--- src/rtl/dmem_port_arbiter.sv ---
// Shares the data_mem port between the CPU memory stage and a req/ack host with bounded host wait.
// Optional performance counters are enabled by defining ARB_PERF_EN.
module dmem_port_arbiter #(
    parameter int MAX_WAIT = 8,
    parameter int WAIT_W   = 8
) (
    input  logic        i_clk,
    input  logic        i_reset,
    input  logic        i_cpu_memwrite,
    input  logic        i_cpu_memread,
    input  logic [31:0] i_cpu_adr,
    input  logic [31:0] i_cpu_wdata,
    input  logic [2:0]  i_cpu_funct3,
    output logic        o_cpu_stall,
    input  logic        i_host_req,
    input  logic        i_host_we,
    input  logic [31:0] i_host_adr,
    input  logic [31:0] i_host_wdata,
    output logic        o_host_ack,
    output logic [31:0] o_host_rdata,
    output logic        o_mem_we,
    output logic [2:0]  o_mem_store,
    output logic [31:0] o_mem_adr,
    output logic [31:0] o_mem_wdata,
    input  logic [31:0] i_mem_rdata
`ifdef ARB_PERF_EN
    ,
    output logic [15:0] o_perf_host_grants,
    output logic [15:0] o_perf_cpu_stalls
`endif
);

    typedef enum logic [1:0] {IDLE, HOST_ACC, ACK} state_t;

    state_t            r_state;
    state_t            w_next_state;
    logic [WAIT_W-1:0] r_wait_cnt;
    logic              r_host_ack;
    logic [31:0]       r_host_rdata;
    logic              w_cpu_access;
    logic              w_cpu_wins;
    logic              w_host_grant;

    assign w_cpu_access = i_cpu_memwrite | i_cpu_memread;

    // The CPU keeps the port while it is busy and the host has not yet waited MAX_WAIT cycles.
    assign w_cpu_wins   = w_cpu_access && (r_wait_cnt < WAIT_W'(MAX_WAIT));
    assign w_host_grant = (r_state == HOST_ACC) && i_host_req && !w_cpu_wins;

    always_ff @(posedge i_clk) begin
        if (i_reset) begin
            r_state <= IDLE;
        end else begin
            r_state <= w_next_state;
        end
    end

    always_comb begin
        w_next_state = r_state;
        case (r_state)
            IDLE:     if (i_host_req) w_next_state = HOST_ACC;
            HOST_ACC: begin
                if (!i_host_req)       w_next_state = IDLE;
                else if (w_host_grant) w_next_state = ACK;
            end
            ACK:      w_next_state = IDLE;
            default:  w_next_state = IDLE;
        endcase
    end

    always_comb begin
        o_mem_we    = i_cpu_memwrite;
        o_mem_store = i_cpu_funct3;
        o_mem_adr   = i_cpu_adr;
        o_mem_wdata = i_cpu_wdata;
        o_cpu_stall = 1'b0;
        if (w_host_grant) begin
            o_mem_we    = i_host_we;
            o_mem_store = 3'b010;
            o_mem_adr   = i_host_adr;
            o_mem_wdata = i_host_wdata;
            o_cpu_stall = w_cpu_access;
        end
    end

    // Wait counter only advances on cycles the CPU wins, so it stops at MAX_WAIT by construction.
    always_ff @(posedge i_clk) begin
        if (i_reset) begin
            r_wait_cnt   <= '0;
            r_host_ack   <= 1'b0;
            r_host_rdata <= 32'h0;
        end else begin
            r_host_ack <= w_host_grant;
            if (r_state == IDLE && i_host_req) begin
                r_wait_cnt <= '0;
            end else if (r_state == HOST_ACC && i_host_req && w_cpu_wins) begin
                r_wait_cnt <= r_wait_cnt + WAIT_W'(1);
            end
            if (w_host_grant) begin
                r_host_rdata <= i_mem_rdata;
            end
        end
    end

    assign o_host_ack   = r_host_ack;
    assign o_host_rdata = r_host_rdata;

`ifdef ARB_PERF_EN
    logic [15:0] r_perf_host_grants;
    logic [15:0] r_perf_cpu_stalls;

    always_ff @(posedge i_clk) begin
        if (i_reset) begin
            r_perf_host_grants <= 16'h0;
            r_perf_cpu_stalls  <= 16'h0;
        end else begin
            if (w_host_grant && r_perf_host_grants != 16'hFFFF) begin
                r_perf_host_grants <= r_perf_host_grants + 16'h1;
            end
            if (o_cpu_stall && r_perf_cpu_stalls != 16'hFFFF) begin
                r_perf_cpu_stalls <= r_perf_cpu_stalls + 16'h1;
            end
        end
    end

    assign o_perf_host_grants = r_perf_host_grants;
    assign o_perf_cpu_stalls  = r_perf_cpu_stalls;
`endif

endmodule

--- config.mk ---
export PLATFORM = sky130hd
export DESIGN_NAME = dmem_port_arbiter
export DESIGN_NICKNAME = d
export VERILOG_FILES = /design/src/rtl/dmem_port_arbiter.sv
export SDC_FILE = /design/constraint.sdc
export NUM_CORES = 1
export LEC_CHECK = 0
export ABC_AREA = 1
export BUFFER_PORTS_ARGS = -buffer_cell sky130_fd_sc_hd__buf_4
export CAP_MARGIN = 20
export CORE_AREA = 2 2 106 108
export CTS_BUF_LIST = sky130_fd_sc_hd__clkbuf_4
export DETAILED_ROUTE_END_ITERATION = 8
export DIE_AREA = 0 0 108 110
export PLACE_DENSITY = 0.61
export SLEW_MARGIN = 20
export SYNTH_ARGS = -nofsm -noshare
export SYNTH_HDL_FRONTEND = slang
export SYNTH_SLANG_ARGS = --single-unit
--- constraint.sdc ---
create_clock -name i_clk -period 1.8 [get_ports i_clk]
set_clock_uncertainty 0.15 [all_clocks]
set_input_delay 0.18 -clock i_clk [delete_from_list [all_inputs] [get_ports i_clk]]
set_output_delay 0.18 -clock i_clk [all_outputs]
set_load 0.005 [all_outputs]
After elaboration in Yosys (flattened, before gate mapping)
Index checks and enable logic that the tools add are counted.
{ "classes": {"n_addsub": 1, "magnitude_cmp": 1, "n_eq_ne": 3, "muxes": 9, "bitwise_logic": 1, "reduce_logical": 9} }
{ "op_table": {"columns": ["operator", "n"], "rows": [
  ["$mux 32", 2],
  ["$add 8x1->8 const B", 1],
  ["$lt 8x4->1 const B", 1],
  ["$mux 2", 3],
  ["$logic_and 1x1->1", 5],
  ["$pmux 2 s2", 1],
  ["$mux 3", 1],
  ["$ne 3x3->1 const B", 1],
  ["$eq 2x1->1 const B", 1],
  ["$logic_not 2->1", 1],
  ["$mux 1", 2],
  ["$ne 2x2->1 const B", 1],
  ["$reduce_and 2->1", 1],
  ["$reduce_or 2->1", 1],
  ["$logic_not 1->1", 1],
  ["$or 1x1->1", 1]
]} }
{ "totals": {"ff_bits": 43, "in_bits": 169} }

Logic depth before layout (Yosys ltp)
{ "depth": {"ltp_word": 7, "mapped_depth": 10} }

Worst setup path before layout
No wires, ideal clock.
{ "synth_timing": {"kind": "register to output", "start": "reg r_wait_cnt[3]", "end": "out o_mem_adr[0]", "arrival_ps": 1086, "required_time_ps": 1470, "slack_ps": 384, "path_stages_with_launch": 10, "path_buffers": 2, "cell_sequence": "dfxtp_1 inv_2 nand2_1 nor2_1 nand2_1 nand2_2 buf_4 buf_4 nand2_1 nand2_1"} }
{ "synth_via": {"elab_chain_cells": 5} }
{ "synth_lines": {"columns": ["item", "line_no", "rtl"], "rows": [
  ["start: declaration", "37", "logic [WAIT_W-1:0] r_wait_cnt;"],
  ["start signal: assignment", "97", "r_wait_cnt <= r_wait_cnt + WAIT_W'(1);"],
  ["$lt 8x4->1", "47", "assign w_cpu_wins = w_cpu_access && (r_wait_cnt < WAIT_W'(MAX_WAIT));"],
  ["$logic_and 1x1->1", "47", null],
  ["$logic_not 1->1", "48", "assign w_host_grant = (r_state == HOST_ACC) && i_host_req && !w_cpu_wins;"],
  ["$logic_and 1x1->1", "48", null],
  ["$mux 32", "77", "if (w_host_grant) begin"],
  ["end: declaration", "23", "output logic [31:0] o_mem_adr,"]
]} }
No other way between the ends.

Worst setup path after layout
{ "layout_timing": {"start": "reg r_wait_cnt[6]", "end": "out o_mem_store[1]"} }
{ "layout_via": {"elab_chain_cells": 5} }
{ "layout_lines": {"columns": ["item", "line_no", "rtl"], "rows": [
  ["$lt 8x4->1", "47", null],
  ["$logic_and 1x1->1", "47", null],
  ["$logic_not 1->1", "48", null],
  ["$logic_and 1x1->1", "48", null],
  ["$mux 3", "77", null],
  ["end: declaration", "22", "output logic [2:0] o_mem_store,"]
]} }
No other way between the ends.

==> impl_metrics.env <==
export IMPL_async_flop_share_pct=0
export IMPL_met2_usage_pct=35.89
export IMPL_status="complete, but fails checks"
export IMPL_synthFlopType="dfxtp_1"
export IMPL_synth_edf_count=0
export IMPL_ys_ff_latch=43
export IMPL_antenna_found_initial=0
export IMPL_netlist_area_sq_um=2724
export IMPL_post_place_ws_ns=0.07010
export IMPL_synth_warnings=0
export IMPL_layout_common_cells="264 x buf_4, 199 x nand2_1, 44 x nor2_1"
export IMPL_clock_latency_ns=0.35
export IMPL_layout_commonest_cell="buf_4"
export IMPL_busiest_layer="met2"
export IMPL_finalNonFillerCells=936
export IMPL_num_rows=38
export IMPL_place_inst=874
export IMPL_gr_total_overflow=0
export IMPL_clk_pin_slew_ns=0.13
export IMPL_end_kind="primary output"
export IMPL_criticalPathCategory="flip-flop to primary output"
export IMPL_slew_viol_final=0
export IMPL_drv_cap=0
export IMPL_wire_per_inst_microns=14.53
export IMPL_dr_pass1_iters=4
export IMPL_port_buffers=270
export IMPL_path_cells="inv_2 -> nand2_2 -> nor2_4 -> nand2_4 -> nand2_8 -> inv_12 -> buf_12 -> or2_1 -> buf_4"
export IMPL_finalWeightedCongestion=0.8899
export IMPL_h_tree_depth=2
export IMPL_die_x_microns=108
export IMPL_netlist_instances=487
export IMPL_grt_pass1_wl_microns=18670
export IMPL_period_share_pct=113.3
export IMPL_vias=4200
export IMPL_rsz0062_at_grt="yes"
export IMPL_crit_arrival_ns=1.71
export IMPL_violations="setup timing"
export IMPL_irDropWorstVdd_v=0.0004327
export IMPL_cts_buffers=5
export IMPL_ant_nets=0
export IMPL_dpl_cell_area_sq_um=4835
export IMPL_avgSynthCellArea_sq_um=5.593
export IMPL_crit_fanout=9
export IMPL_path_delay_family="simple AND/OR/NAND/NOR gates"
export IMPL_globalRouteMet1Util_pct=22.68
export IMPL_cts_tree="done"
export IMPL_setup_violations=69
export IMPL_synth_top_area_share_pct=33.07
export IMPL_cp_num_buf_inv=4
export IMPL_synth_area_leaders="nand2_1 33%, dfxtp_1 32%, a21oi_1 6.8%"
export IMPL_power_leakage_nw=3.197
export IMPL_dieArea_sq_um=11880
export IMPL_drc=0
export IMPL_fin_area_sq_um=5877
export IMPL_clock_sinks=43
export IMPL_synth_top_area_cell="nand2_1"
export IMPL_seq_area_frac_synth_pct=31.60
export IMPL_hpwl_microns=9207
export IMPL_powerDensity_nw_per_um2=429.3
export IMPL_synth_fp_nets=657
export IMPL_io_pins=271
export IMPL_drive_gt1_share_pct=45.35
export IMPL_slowest_delay_ns=0.34
export IMPL_area_growth_pct=115.8
export IMPL_finalWorstSetupSlack_ns=-0.2386
export IMPL_core_sq_um=10700
export IMPL_worst_pin_slew_ns=0.4544
export IMPL_fin_crit_ns=2.039
export IMPL_min_path_type="input port to flip-flop"
export IMPL_met3_usage_pct=6.114
export IMPL_critPathSlowestCell="dfxtp_2"
export IMPL_timing_fmax_mhz=490.5
export IMPL_start_util_pct=25.46
export IMPL_die_y_microns=110
export IMPL_finalSetupTns_ns=-12.18
export IMPL_final_util_pct=54.94
export IMPL_reg2reg_slack_ns=0.19
export IMPL_hold_violations=0
export IMPL_cts_buffer_depth=2
export IMPL_final_nets=965
export IMPL_grt_pass1_vias=3790
export IMPL_cts_root_buf="clkbuf_4"
export IMPL_viasPerCell=4.487
export IMPL_worstPathRequired_ns=1.47
export IMPL_slew_headroom_pct=69.71
export IMPL_ys_types=18
export IMPL_drt_iter0_drc=207
export IMPL_n_antenna_cell=0
export IMPL_cp_start_kind="flip-flop"
export IMPL_grt_max_degree=71
export IMPL_totalWireLength_microns=13600
export IMPL_track_usage_pct=19.68
-- state kept, by name (all words and copies together), names as in the netlist --
signal / cells
r_state: 2
o_host_ack: 1
o_host_rdata: 32
r_wait_cnt: 8
-- report_power, final --
group	internal (W)	switching [W]	total, W
clock network	0.000293	0.000331	0.000624
logic	0.000556	0.000361	0.000916
registers	0.000971	0.0000107	0.000982
-- worst register-to-register path, cell delays in order (launching register included) --
cell,delay (ns)
dfxtp_1,0.37
inv_2,0.05
nand2_2,0.07
nor2_4,0.04
nand2_4,0.08
buf_4,0.11
buf_6,0.36
nand3_1,0.17
nand2_1,0.10
nor2_1,0.04
-- kinds of logic (layout without fill, tap and decap cells) --
kind of cell,after synthesis,after routing,share of synthesized area [%]
adders and majority gates,1,1,0.4593
and+or+nand+nor,329,329,47.59
buffers and inverters,76,385,13.23
AOI/OAI and AO/OA,37,37,6.798
DFF,43,43,31.60
xor gates and xnor gates,1,1,0.3216
-- area by class of cell --
type                       instances  area (sq um)
fill                            1009          4821
clock buffer                       5         37.54
timing repair buffer             331          2874
multi-input combinational        368          1694
timing repair inverter             1         6.256
sequential                        43         865.8
clock inverter                     3         42.54
tap                              140         175.2
inverter                          45         181.4
-- cell usage after synthesis, types with 3 or more instances --
cell / n
nand2_1: 240
nor2_1: 48
dfxtp_1: 43
inv_1: 42
a21oi_1: 37
nand3_1: 37
buf_2: 15
buf_4: 5
buf_6: 5
buf_1: 3
clkbuf_1: 3
inv_2: 3
-- metrics by stage --
step	hold WS [ns]	total power [W]
6_report	0.2050	0.002523
5_1_grt	0.2218	0.002666
4_1_cts	0.1753	0.002473
3_5_place_dp	0.2199	0.001759
3_3_place_gp	0.2194	0.001748
2_1_floorplan	0.09907	0.001247
-- repair_timing --
item,4_1_cts,5_1_grt
setup buffers,4,5
pin swaps,0,17
hold buffers,34,0
hold endpoints to repair,35,0
gates cloned,5,6
setup endpoints to repair,69,95
resized for setup,19,80
-- worst paths after layout --
| path | start | end | depth (start not counted) |
|---|---|---|---|
| worst max-delay path | r_wait_cnt[6] | o_mem_store[1] | 9 |
| worst min-delay path | i_cpu_memread | r_wait_cnt[1] | 7 |
| worst max register to register | r_wait_cnt[7] | o_host_rdata[25] | 9 |
| worst min register to register | r_wait_cnt[4] | r_wait_cnt[4] | 2 |
-- metal layers --
metal | share of wire [%] | wire, microns | up-vias
met3 | 10 | 1353 | 18
met1 | 39 | 5276 | 1926
li1 | - | - | 2087
met2 | 50 | 6745 | 169
met4 | 1.6 | 222 | 0
met5 | 0 | 0 | -
Power figures use the tool's default switching activity.
